**src/rtl/cpu_pkg.sv**
```systemverilog
// Shared SM83 core definitions: bus sequencer state, bus default constants, flag bit positions.
// No logic; types, constants and a width helper only.
// Backpressure: n/a.
package cpu_pkg;

    typedef enum logic [0:0] {
        BusRun  = 1'b0,
        BusWait = 1'b1
    } bus_state_e;

    localparam logic [15:0] HRAM_LO  = 16'hFF80;
    localparam logic [15:0] HRAM_HI  = 16'hFFFE;
    localparam logic [7:0]  OPEN_BUS = 8'hFF;

    // Bit positions of the flags in register F
    localparam int FLAG_Z = 7;
    localparam int FLAG_N = 6;
    localparam int FLAG_H = 5;
    localparam int FLAG_C = 4;

    function automatic int clog2_min1(input int value);
        return (value > 2) ? $clog2(value) : 1;
    endfunction

endpackage

```
**src/rtl/cpu_bus_unit_if.sv**
```systemverilog
// CPU-side request and system-bus signals of the bus sequencer.
// Latency: n/a (wires only).
// Backpressure: mem_ready low stretches the access; the CPU side waits for m_tick.
interface cpu_bus_unit_if #(
    parameter int ADDR_W   = 16,
    parameter int DATA_W   = 8,
    parameter int T_CYCLES = 4
);
    localparam int TW = cpu_pkg::clog2_min1(T_CYCLES);

    logic              cpu_req;
    logic              cpu_write;
    logic [ADDR_W-1:0] cpu_addr;
    logic [DATA_W-1:0] cpu_wdata;
    logic [DATA_W-1:0] cpu_rdata;
    logic [TW-1:0]     t_cycle;
    logic              clk_phi;
    logic              m_tick;
    logic              bus_err;
    logic              dma_active;
    logic [ADDR_W-1:0] mem_addr;
    logic              mem_enable;
    logic              mem_write;
    logic [DATA_W-1:0] mem_data_out;
    logic [DATA_W-1:0] mem_data_in;
    logic              mem_ready;

    modport master (
        input  cpu_req, cpu_write, cpu_addr, cpu_wdata, dma_active, mem_data_in, mem_ready,
        output cpu_rdata, t_cycle, clk_phi, m_tick, bus_err,
        output mem_addr, mem_enable, mem_write, mem_data_out
    );

    modport slave (
        output cpu_req, cpu_write, cpu_addr, cpu_wdata, dma_active, mem_data_in, mem_ready,
        input  cpu_rdata, t_cycle, clk_phi, m_tick, bus_err,
        input  mem_addr, mem_enable, mem_write, mem_data_out
    );

endinterface

```
**src/rtl/cpu_bus_unit.sv**
```systemverilog
// SM83 memory-bus sequencer: T/M-cycle timing, wait states with timeout, DMA blocking outside HRAM.
// Latency: T_CYCLES clocks per M-cycle, plus one per wait clock, at most T_CYCLES + MAX_WAIT.
// Backpressure: mem_ready low at the last T-cycle holds t and extends the access until ready or timeout.
module cpu_bus_unit
    import cpu_pkg::*;
#(
    parameter int                ADDR_W   = 16,
    parameter int                DATA_W   = 8,
    parameter int                T_CYCLES = 4,
    parameter int                MAX_WAIT = 7,
    parameter logic [ADDR_W-1:0] HRAM_LO  = cpu_pkg::HRAM_LO,
    parameter logic [ADDR_W-1:0] HRAM_HI  = cpu_pkg::HRAM_HI,
    parameter logic [DATA_W-1:0] OPEN_BUS = cpu_pkg::OPEN_BUS
) (
    input  logic          clk,
    input  logic          reset,
    cpu_bus_unit_if.master bus
);

    localparam int            TW      = clog2_min1(T_CYCLES);
    localparam int            WW      = clog2_min1(MAX_WAIT + 1);
    localparam logic [TW-1:0] T_LAST  = TW'(T_CYCLES - 1);
    localparam logic [TW-1:0] T_HALF  = TW'(T_CYCLES / 2);
    localparam logic [WW-1:0] W_LAST  = WW'(MAX_WAIT);
    localparam bit            WAIT_EN = (MAX_WAIT > 0);

    bus_state_e        state;
    logic [TW-1:0]     t;
    logic [WW-1:0]     wait_cnt;
    logic              req_q;
    logic              write_q;
    logic              blocked_q;
    logic [ADDR_W-1:0] addr_q;
    logic [DATA_W-1:0] wdata_q;

    logic at_start;
    logic at_last;
    logic live_blocked;
    logic cur_req;
    logic cur_blocked;
    logic access;
    logic enter_wait;
    logic timeout;
    logic stay_wait;
    logic tick;

    assign at_start     = (t == '0);
    assign at_last      = (t == T_LAST);
    assign live_blocked = bus.dma_active &&
                          !((bus.cpu_addr >= HRAM_LO) && (bus.cpu_addr <= HRAM_HI));

    // The t==0 clock drives from the live inputs being captured; later clocks use the captured copy.
    assign cur_req     = at_start ? bus.cpu_req  : req_q;
    assign cur_blocked = at_start ? live_blocked : blocked_q;
    assign access      = cur_req && !cur_blocked;

    assign enter_wait = WAIT_EN && (state == BusRun) && at_last && access && !bus.mem_ready;
    assign timeout    = (state == BusWait) && !bus.mem_ready && (wait_cnt == W_LAST);
    assign stay_wait  = (state == BusWait) && !bus.mem_ready && !timeout;
    assign tick       = !reset && at_last && !enter_wait && !stay_wait;

    assign bus.t_cycle      = t;
    assign bus.clk_phi      = (t < T_HALF);
    assign bus.m_tick       = tick;
    assign bus.bus_err      = tick && timeout;
    assign bus.mem_enable   = access;
    assign bus.mem_write    = req_q && !blocked_q && write_q && !at_start;
    assign bus.mem_addr     = (at_start && bus.cpu_req) ? bus.cpu_addr  : addr_q;
    assign bus.mem_data_out = (at_start && bus.cpu_req) ? bus.cpu_wdata : wdata_q;
    assign bus.cpu_rdata    = (tick && access && !write_q && !timeout) ? bus.mem_data_in : OPEN_BUS;

    always_ff @(posedge clk) begin
        if (reset) begin
            state     <= BusRun;
            t         <= '0;
            wait_cnt  <= '0;
            req_q     <= 1'b0;
            write_q   <= 1'b0;
            blocked_q <= 1'b0;
            addr_q    <= '0;
            wdata_q   <= '0;
        end else begin
            if (at_start && (state == BusRun)) begin
                req_q     <= bus.cpu_req;
                write_q   <= bus.cpu_write;
                blocked_q <= live_blocked;
                if (bus.cpu_req) begin
                    addr_q  <= bus.cpu_addr;
                    wdata_q <= bus.cpu_wdata;
                end
            end

            case (state)
                BusRun: begin
                    if (at_last) begin
                        if (enter_wait) begin
                            state    <= BusWait;
                            wait_cnt <= wait_cnt + 1'b1;
                        end else begin
                            t <= '0;
                        end
                    end else begin
                        t <= t + 1'b1;
                    end
                end
                BusWait: begin
                    if (stay_wait) begin
                        wait_cnt <= wait_cnt + 1'b1;
                    end else begin
                        state    <= BusRun;
                        wait_cnt <= '0;
                        t        <= '0;
                    end
                end
                default: begin
                    state    <= BusRun;
                    wait_cnt <= '0;
                    t        <= '0;
                end
            endcase
        end
    end

endmodule

```
**src/flat_wrapper.sv**
```systemverilog
// flat-port wrapper written by rule: the top's interface ports become plain ports
module cpu_bus_unit_flat import cpu_pkg::*;
#(
    parameter int                ADDR_W   = 16,
    parameter int                DATA_W   = 8,
    parameter int                T_CYCLES = 4,
    parameter int                MAX_WAIT = 7,
    parameter logic [ADDR_W-1:0] HRAM_LO  = cpu_pkg::HRAM_LO,
    parameter logic [ADDR_W-1:0] HRAM_HI  = cpu_pkg::HRAM_HI,
    parameter logic [DATA_W-1:0] OPEN_BUS = cpu_pkg::OPEN_BUS
)
  (clk, reset, bus_cpu_req, bus_cpu_write, bus_cpu_addr, bus_cpu_wdata, bus_dma_active, bus_mem_data_in, bus_mem_ready, bus_cpu_rdata, bus_t_cycle, bus_clk_phi, bus_m_tick, bus_bus_err, bus_mem_addr, bus_mem_enable, bus_mem_write, bus_mem_data_out);
  cpu_bus_unit_if #(.ADDR_W(ADDR_W), .DATA_W(DATA_W), .T_CYCLES(T_CYCLES)) bus_i ();
  input  logic clk;
  input  logic reset;
  input wire logic [$bits(bus_i.cpu_req)-1:0] bus_cpu_req;
  input wire logic [$bits(bus_i.cpu_write)-1:0] bus_cpu_write;
  input wire logic [$bits(bus_i.cpu_addr)-1:0] bus_cpu_addr;
  input wire logic [$bits(bus_i.cpu_wdata)-1:0] bus_cpu_wdata;
  input wire logic [$bits(bus_i.dma_active)-1:0] bus_dma_active;
  input wire logic [$bits(bus_i.mem_data_in)-1:0] bus_mem_data_in;
  input wire logic [$bits(bus_i.mem_ready)-1:0] bus_mem_ready;
  output wire logic [$bits(bus_i.cpu_rdata)-1:0] bus_cpu_rdata;
  output wire logic [$bits(bus_i.t_cycle)-1:0] bus_t_cycle;
  output wire logic [$bits(bus_i.clk_phi)-1:0] bus_clk_phi;
  output wire logic [$bits(bus_i.m_tick)-1:0] bus_m_tick;
  output wire logic [$bits(bus_i.bus_err)-1:0] bus_bus_err;
  output wire logic [$bits(bus_i.mem_addr)-1:0] bus_mem_addr;
  output wire logic [$bits(bus_i.mem_enable)-1:0] bus_mem_enable;
  output wire logic [$bits(bus_i.mem_write)-1:0] bus_mem_write;
  output wire logic [$bits(bus_i.mem_data_out)-1:0] bus_mem_data_out;
  assign bus_i.cpu_req = bus_cpu_req;
  assign bus_i.cpu_write = bus_cpu_write;
  assign bus_i.cpu_addr = bus_cpu_addr;
  assign bus_i.cpu_wdata = bus_cpu_wdata;
  assign bus_i.dma_active = bus_dma_active;
  assign bus_i.mem_data_in = bus_mem_data_in;
  assign bus_i.mem_ready = bus_mem_ready;
  assign bus_cpu_rdata = bus_i.cpu_rdata;
  assign bus_t_cycle = bus_i.t_cycle;
  assign bus_clk_phi = bus_i.clk_phi;
  assign bus_m_tick = bus_i.m_tick;
  assign bus_bus_err = bus_i.bus_err;
  assign bus_mem_addr = bus_i.mem_addr;
  assign bus_mem_enable = bus_i.mem_enable;
  assign bus_mem_write = bus_i.mem_write;
  assign bus_mem_data_out = bus_i.mem_data_out;
  cpu_bus_unit #(.ADDR_W(ADDR_W), .DATA_W(DATA_W), .T_CYCLES(T_CYCLES), .MAX_WAIT(MAX_WAIT), .HRAM_LO(HRAM_LO), .HRAM_HI(HRAM_HI), .OPEN_BUS(OPEN_BUS)) u_core (.clk(clk), .reset(reset), .bus(bus_i));
endmodule
```
**config.mk**
```make
export PLATFORM = sky130hd
export DESIGN_NAME = cpu_bus_unit_flat
export DESIGN_NICKNAME = d
export VERILOG_FILES = /design/src/rtl/cpu_pkg.sv /design/src/rtl/cpu_bus_unit_if.sv /design/src/rtl/cpu_bus_unit.sv /design/src/flat_wrapper.sv
export SDC_FILE = /design/constraint.sdc
export NUM_CORES = 1
export LEC_CHECK = 0
export CAP_MARGIN = 25
export CORE_ASPECT_RATIO = 1.75
export CORE_UTILIZATION = 42
export DETAILED_ROUTE_END_ITERATION = 12
export HOLD_SLACK_MARGIN = 0.06
export PLACE_DENSITY = 0.8
export SYNTH_ARGS = -nofsm -noshare
export SYNTH_HDL_FRONTEND = slang
export SYNTH_SLANG_ARGS = --single-unit
```
**constraint.sdc**
```tcl
create_clock -name clk -period 2.08 [get_ports clk]
set_input_delay 0.416 -clock clk [delete_from_list [all_inputs] [get_ports clk]]
set_output_delay 0.416 -clock clk [all_outputs]
set_load 0.01 [all_outputs]
```
Yosys cells after proc, flatten, opt, wreduce, memory -nomap -nowiden. Cells that the tools add are included.

Register bits after elaboration: 33. Input port bits: 38. Output and inout port bits: 39.

Add/sub/neg operators: 2. Magnitude comparators: 3. Equality and inequality tests: 6. Multiplexer cells: 17. Bitwise operators: 1. Reductions and logical operators: 35.

Operators by type and width (number): $logic_and 1x1->1 (21); $ge 16x16->1 const B (1); $le 16x16->1 const B (1); $mux 16 (1); $mux 8 (2); $logic_not 1->1 (10); $mux 3 (3); $mux 2 (3); $pmux 3 s2 (1); $reduce_and 2->1 (3); $mux 1 (5); $ne 2x1->1 const B (2); $pmux 2 s2 (1); $add 3x1->3 const B (1); $eq 3x3->1 const B (1); $ne 3x3->1 const B (1); $add 2x1->2 const B (1); $eq 2x2->1 const B (1); $logic_not 2->1 (1); $lt 2x2->1 const B (1); $ne 2x2->1 const B (1); $pmux 1 s2 (1); $not 1->1 (1).

Longest topological paths before layout. Gate-level depths: netlist (run 1).

Depth after elaboration: 16. Depth in mapped cells: 7.

Worst setup path after synthesis (run 1). OpenSTA, ideal clock, no wires.

Kind: register to output. Start: register u_core.t[1] (netlist: u_core.bus.t_cycle[1]). End: output port bus_mem_addr[0]. Arrival time: 1.662 ns. Data required time: 1.664 ns. Path slack: 0.002 ns. Cell stages (with the launch flop): 6. Buffers on the path: 1. Path through: dfxtp_1 inv_1 ha_1 nand2_2 buf_1 mux2_2.

Longest elaborated chain between the ends: 3.

RTL lines: start: declaration (line cpu_bus_unit.sv:28) `logic [TW-1:0] t;`; start signal: assignment (line cpu_bus_unit.sv:103) `t <= t + 1'b1;`; $logic_not 2->1 (line cpu_bus_unit.sv:47) `assign at_start = (t == '0);`; $logic_and 1x1->1 (line cpu_bus_unit.sv:68) `assign bus.mem_addr = (at_start && bus.cpu_req) ? bus.cpu_addr : addr_q;`; $mux 16 (line cpu_bus_unit.sv:68); end: declaration (line flat_wrapper.sv:28) `output wire logic [$bits(bus_i.mem_addr)-1:0] bus_mem_addr;`.

Every way passes these cells.

Worst setup path in the final report (run 1).
Start: input port bus_cpu_addr[3]. End: output port bus_cpu_rdata[3].

Longest elaborated chain between the ends: 16. Elaborated cells between the ends (all ways): 17. Those cells by class: order compare (2); mux (2); reduce/logical (13).

RTL lines: start: declaration (line flat_wrapper.sv:18) `input wire logic [$bits(bus_i.cpu_addr)-1:0] bus_cpu_addr;`; $ge 16x16->1 / $le 16x16->1 (equally long branches) (line cpu_bus_unit.sv:50) `!((bus.cpu_addr >= HRAM_LO) && (bus.cpu_addr <= HRAM_HI));`; $logic_and 1x1->1 * (line cpu_bus_unit.sv:50); $logic_not 1->1 * (line cpu_bus_unit.sv:50); $logic_and 1x1->1 * (line cpu_bus_unit.sv:49) `assign live_blocked = bus.dma_active &&`; $mux 1 * (line cpu_bus_unit.sv:54) `assign cur_blocked = at_start ? live_blocked : blocked_q;`; $logic_not 1->1 * (line cpu_bus_unit.sv:55) `assign access = cur_req && !cur_blocked;`; $logic_and 1x1->1 * (line cpu_bus_unit.sv:55); $logic_and 1x1->1 (2 in a row) (line cpu_bus_unit.sv:57) `assign enter_wait = WAIT_EN && (state == BusRun) && at_last && access && !bus.mem_ready;`; $logic_not 1->1 (line cpu_bus_unit.sv:60) `assign tick = !reset && at_last && !enter_wait && !stay_wait;`; $logic_and 1x1->1 (2 in a row) (line cpu_bus_unit.sv:60); $logic_and 1x1->1 * (3 in a row) (line cpu_bus_unit.sv:70) `assign bus.cpu_rdata = (tick && access && !write_q && !timeout) ? bus.mem_data_in : OPEN_BUS;`; $mux 8 * (line cpu_bus_unit.sv:70); end: declaration (line flat_wrapper.sv:23) `output wire logic [$bits(bus_i.cpu_rdata)-1:0] bus_cpu_rdata;`.

Mark *: on every way between the ends. The rest lies on a longest branch, timed or not.

==> impl_metrics.toml, run 1 <==
[placed_design]
dp_hpwl_um = 3340
gp_routability_congestion = 0.771
port_buffers = 76

[logic_synthesis]
synthDistinctLibCells = 33
yosys_register_bits = 33
netlist_instances = 208
avgSynthCellArea_um2 = 8.29
synth_top_area_cell = "dfxtp_1"
yosysTopAreaCellShare_pct = 38.3
yosys-top-cells-area = "dfxtp_1 (38%), mux2_2 (16%), nand2_1 (12%)"
yosys_warnings = 0
netlist_area_um2 = 1720
seq_area_frac_synth_pct = 38.3
syn-num-nets = 250

[power_and_ir_drop]
comb_power_share_pct = 31.9
clkPwrFrac_pct = 27.9
sw_frac_of_total_pct = 28.3
internal_power_mw = 1.25
power.leakage_nw = 1.26
p_per_area_nw_per_um2 = 606
seq_power_share_pct = 40.2
peakVddDrop_mv = 0.495
p_total_mw = 1.74
p_switching_mw = 0.492

[die]
dieWidth_um = 50.4
initial_core_util_pct = 44.2
num_io_pins = 77
die_area_um2 = 4380
rows = 30
core_area_um2 = 3900
die_height_um = 86.8

[drt]
drt-total-wl_um = 4950
top_layer = "met4"
avgViaCountPerCell = 5.08
wl_met3_um = 244
dr.pass1.iters = 4
drt-initial-drc-count = 12
drc = 0
wl_per_cell_um = 13.4
via_count = 1869
met2_length_um = 2750
postRouteAntennaNets = 0
met1Wirelength_um = 1890

[setup_path]
startpoint = "bus_cpu_addr[3]"
arrival_ps = 1800
rr_startpoint = "u_core.bus.t_cycle[0]"
cp-end-kind = "output port"
worstSetupStartpointType = "primary input"
critPathRequiredTime_ps = 1660
crit_type = "in2out"
critPathMaxFanout = 5

[clock_network]
root_buffer = "clkbuf_8"
cts-hold-fix-buffers = 0
clkSlewWorstSetupHoldPaths_ps = 60
cts_tree = "built"
insertion_delay_ps = 290
cts-buffers-inserted = 5
cts_buffer_depth = 2
cts_max_level = 2
cts_sinks = 33

[global_routing]
grt_pass1_wl_um = 7950
grt_max_degree = 38
grt_pass1_vias = 1846
grt_usage_pct = 24.0
antenna_found_initial = 0
grt_overflow = 0

[sta]
hold_violations = 0
rsz0062_at_grt = "true"
relSlewSlack_pct = 75.4
setup_slack_ps = -137
fin_crit_sh_pct = 107
setup_viol = 9
tightest_slew_ps = 369
final.setup.tns_ps = -940
fin_crit_ps = 2220
timing.fmax_mhz = 451
clock_skew_ps = 4.12
slew_violations = 0

[cells_and_area]
final_common_cell = "nand2_1"
fin_nets = 362
n_fill_cell = 319
mostFrequentLayoutCells = "nand2_1 (54), dfxtp_1 (31), buf_4 (30)"
diodes = 0
drive_gt1_share_pct = 36.9
syn_to_final_growth_pct = 66.5
finalCoreUtilization_pct = 73.5
seq_area_um2 = 663
multi_input_area_um2 = 1060

[job]
cap_violations = 0

[outcome]
status = "finished with violations"
violations = "setup timing"

[worst_hold_path]
hold_path.class = "reg2reg"
hold_start = "u_core.wdata_q[4]"
==> stage by stage <==
stage	hold WS (ps)	cell area, um2	setup slack [ps]	cells
finish	452	2870	-137	368
CTS	456	2830	-104	367
floorplan	433	1720	2.24	208
detailed placement	447	2740	-732	351
global route	480	2870	-208	368
global placement	439	2740	-694	351
==> area by class of cell <==
type	count	share of cell area, %
flip-flops and latches	33	23.1
multi-input cells	156	37.1
well taps	48	2.09
repair buffers	115	33.6
clock buffers	7	3.01
inverters	9	1.18
==> worst paths after layout <==
check / end / slack, ps / cells past startpoint
setup / recovery: bus_cpu_rdata[3] / -140 / 9
hold / removal: u_core.wdata_q[4] / 450 / 2
setup reg to reg: u_core.wait_cnt[2] / 220 / 8
hold reg to reg: u_core.wdata_q[4] / 450 / 2
==> cells by family after synthesis <==
logic type	count (synthesis)	share of synthesized area, %
AO/OA/AOI/OAI	37	13.2
buffers and inverters	19	4.14
flip-flops	33	38.3
multiplexers	25	16.3
adder cells (fa/ha/maj)	4	2.90
AND/OR/NAND/NOR	90	25.2
==> routing by layer <==
layer	global-route usage, %	vias to the layer above
met5	0	-
met4	8.33	0
met3	6.49	7
met2	45.2	56
met1	24.5	874
li1	-	932
==> cell usage after synthesis <==
cell and instances:
nand3_1 1, nor3_2 1, nor2_1 5, o22ai_1 1, nor4_4 1, nor3b_1 1
nor2b_1 3, nand2_1 55, nand4_1 2, o211ai_1 2, o21ai_2 1, and3_1 1
o31a_1 1, o31ai_1 1, inv_1 9, or2_2 1, a21oi_1 25, o211ai_4 1
nand2b_1 14, clkbuf_1 8, buf_1 2, and4_1 1, dfxtp_1 33, nor3_1 1
mux2_2 24, o32ai_1 2, mux2i_1 1, ha_1 4, nand2_2 1, nor4_1 1
o21ai_0 1, a31oi_1 2, or4_1 1
==> worst max-delay path: stages <==
cell and delay, ps:
dlygate4sd2_1 250, and4_1 240, nand4_1 150, o211ai_4 130
nor4_4 140, buf_4 180, buf_4 100, nand2b_1 50
buf_2 140
==> registers in the layout, indices dropped and copies added (netlist names) <==
register	flops
u_core.addr_q	16
u_core.wdata_q	8
u_core.wait_cnt	3
u_core.bus.t_cycle	2
u_core.blocked_q	1
u_core.req_q	1
u_core.state	1
u_core.write_q	1
==> power groups by stage <==
stage	Clock, mW	Sequential, mW	Combinational [mW]
finish	0.485	0.699	0.555
global route	0.533	0.703	0.601
CTS	0.497	0.698	0.542
detailed placement	0	0.710	0.548
global placement	0	0.707	0.543
floorplan	0	0.708	0.248
==> what timing repair did <==
action | 4_1_cts | 5_1_grt
resized for setup | 177 | 11
setup buffers | 9 | 1
endpoints found under the setup margin | 36 | 29
endpoints found under the hold margin | 0 | 0
pin swaps | 10 | 1
gates cloned | 0 | 0
No activity file was read; power rests on OpenSTA's default activity.
==> run 2: changes to the inputs <==
Settings changed: CAP_MARGIN 25 to 20.
==> results of run 2 <==
The final DEF is identical to that of run 1; final timing and power are the same.
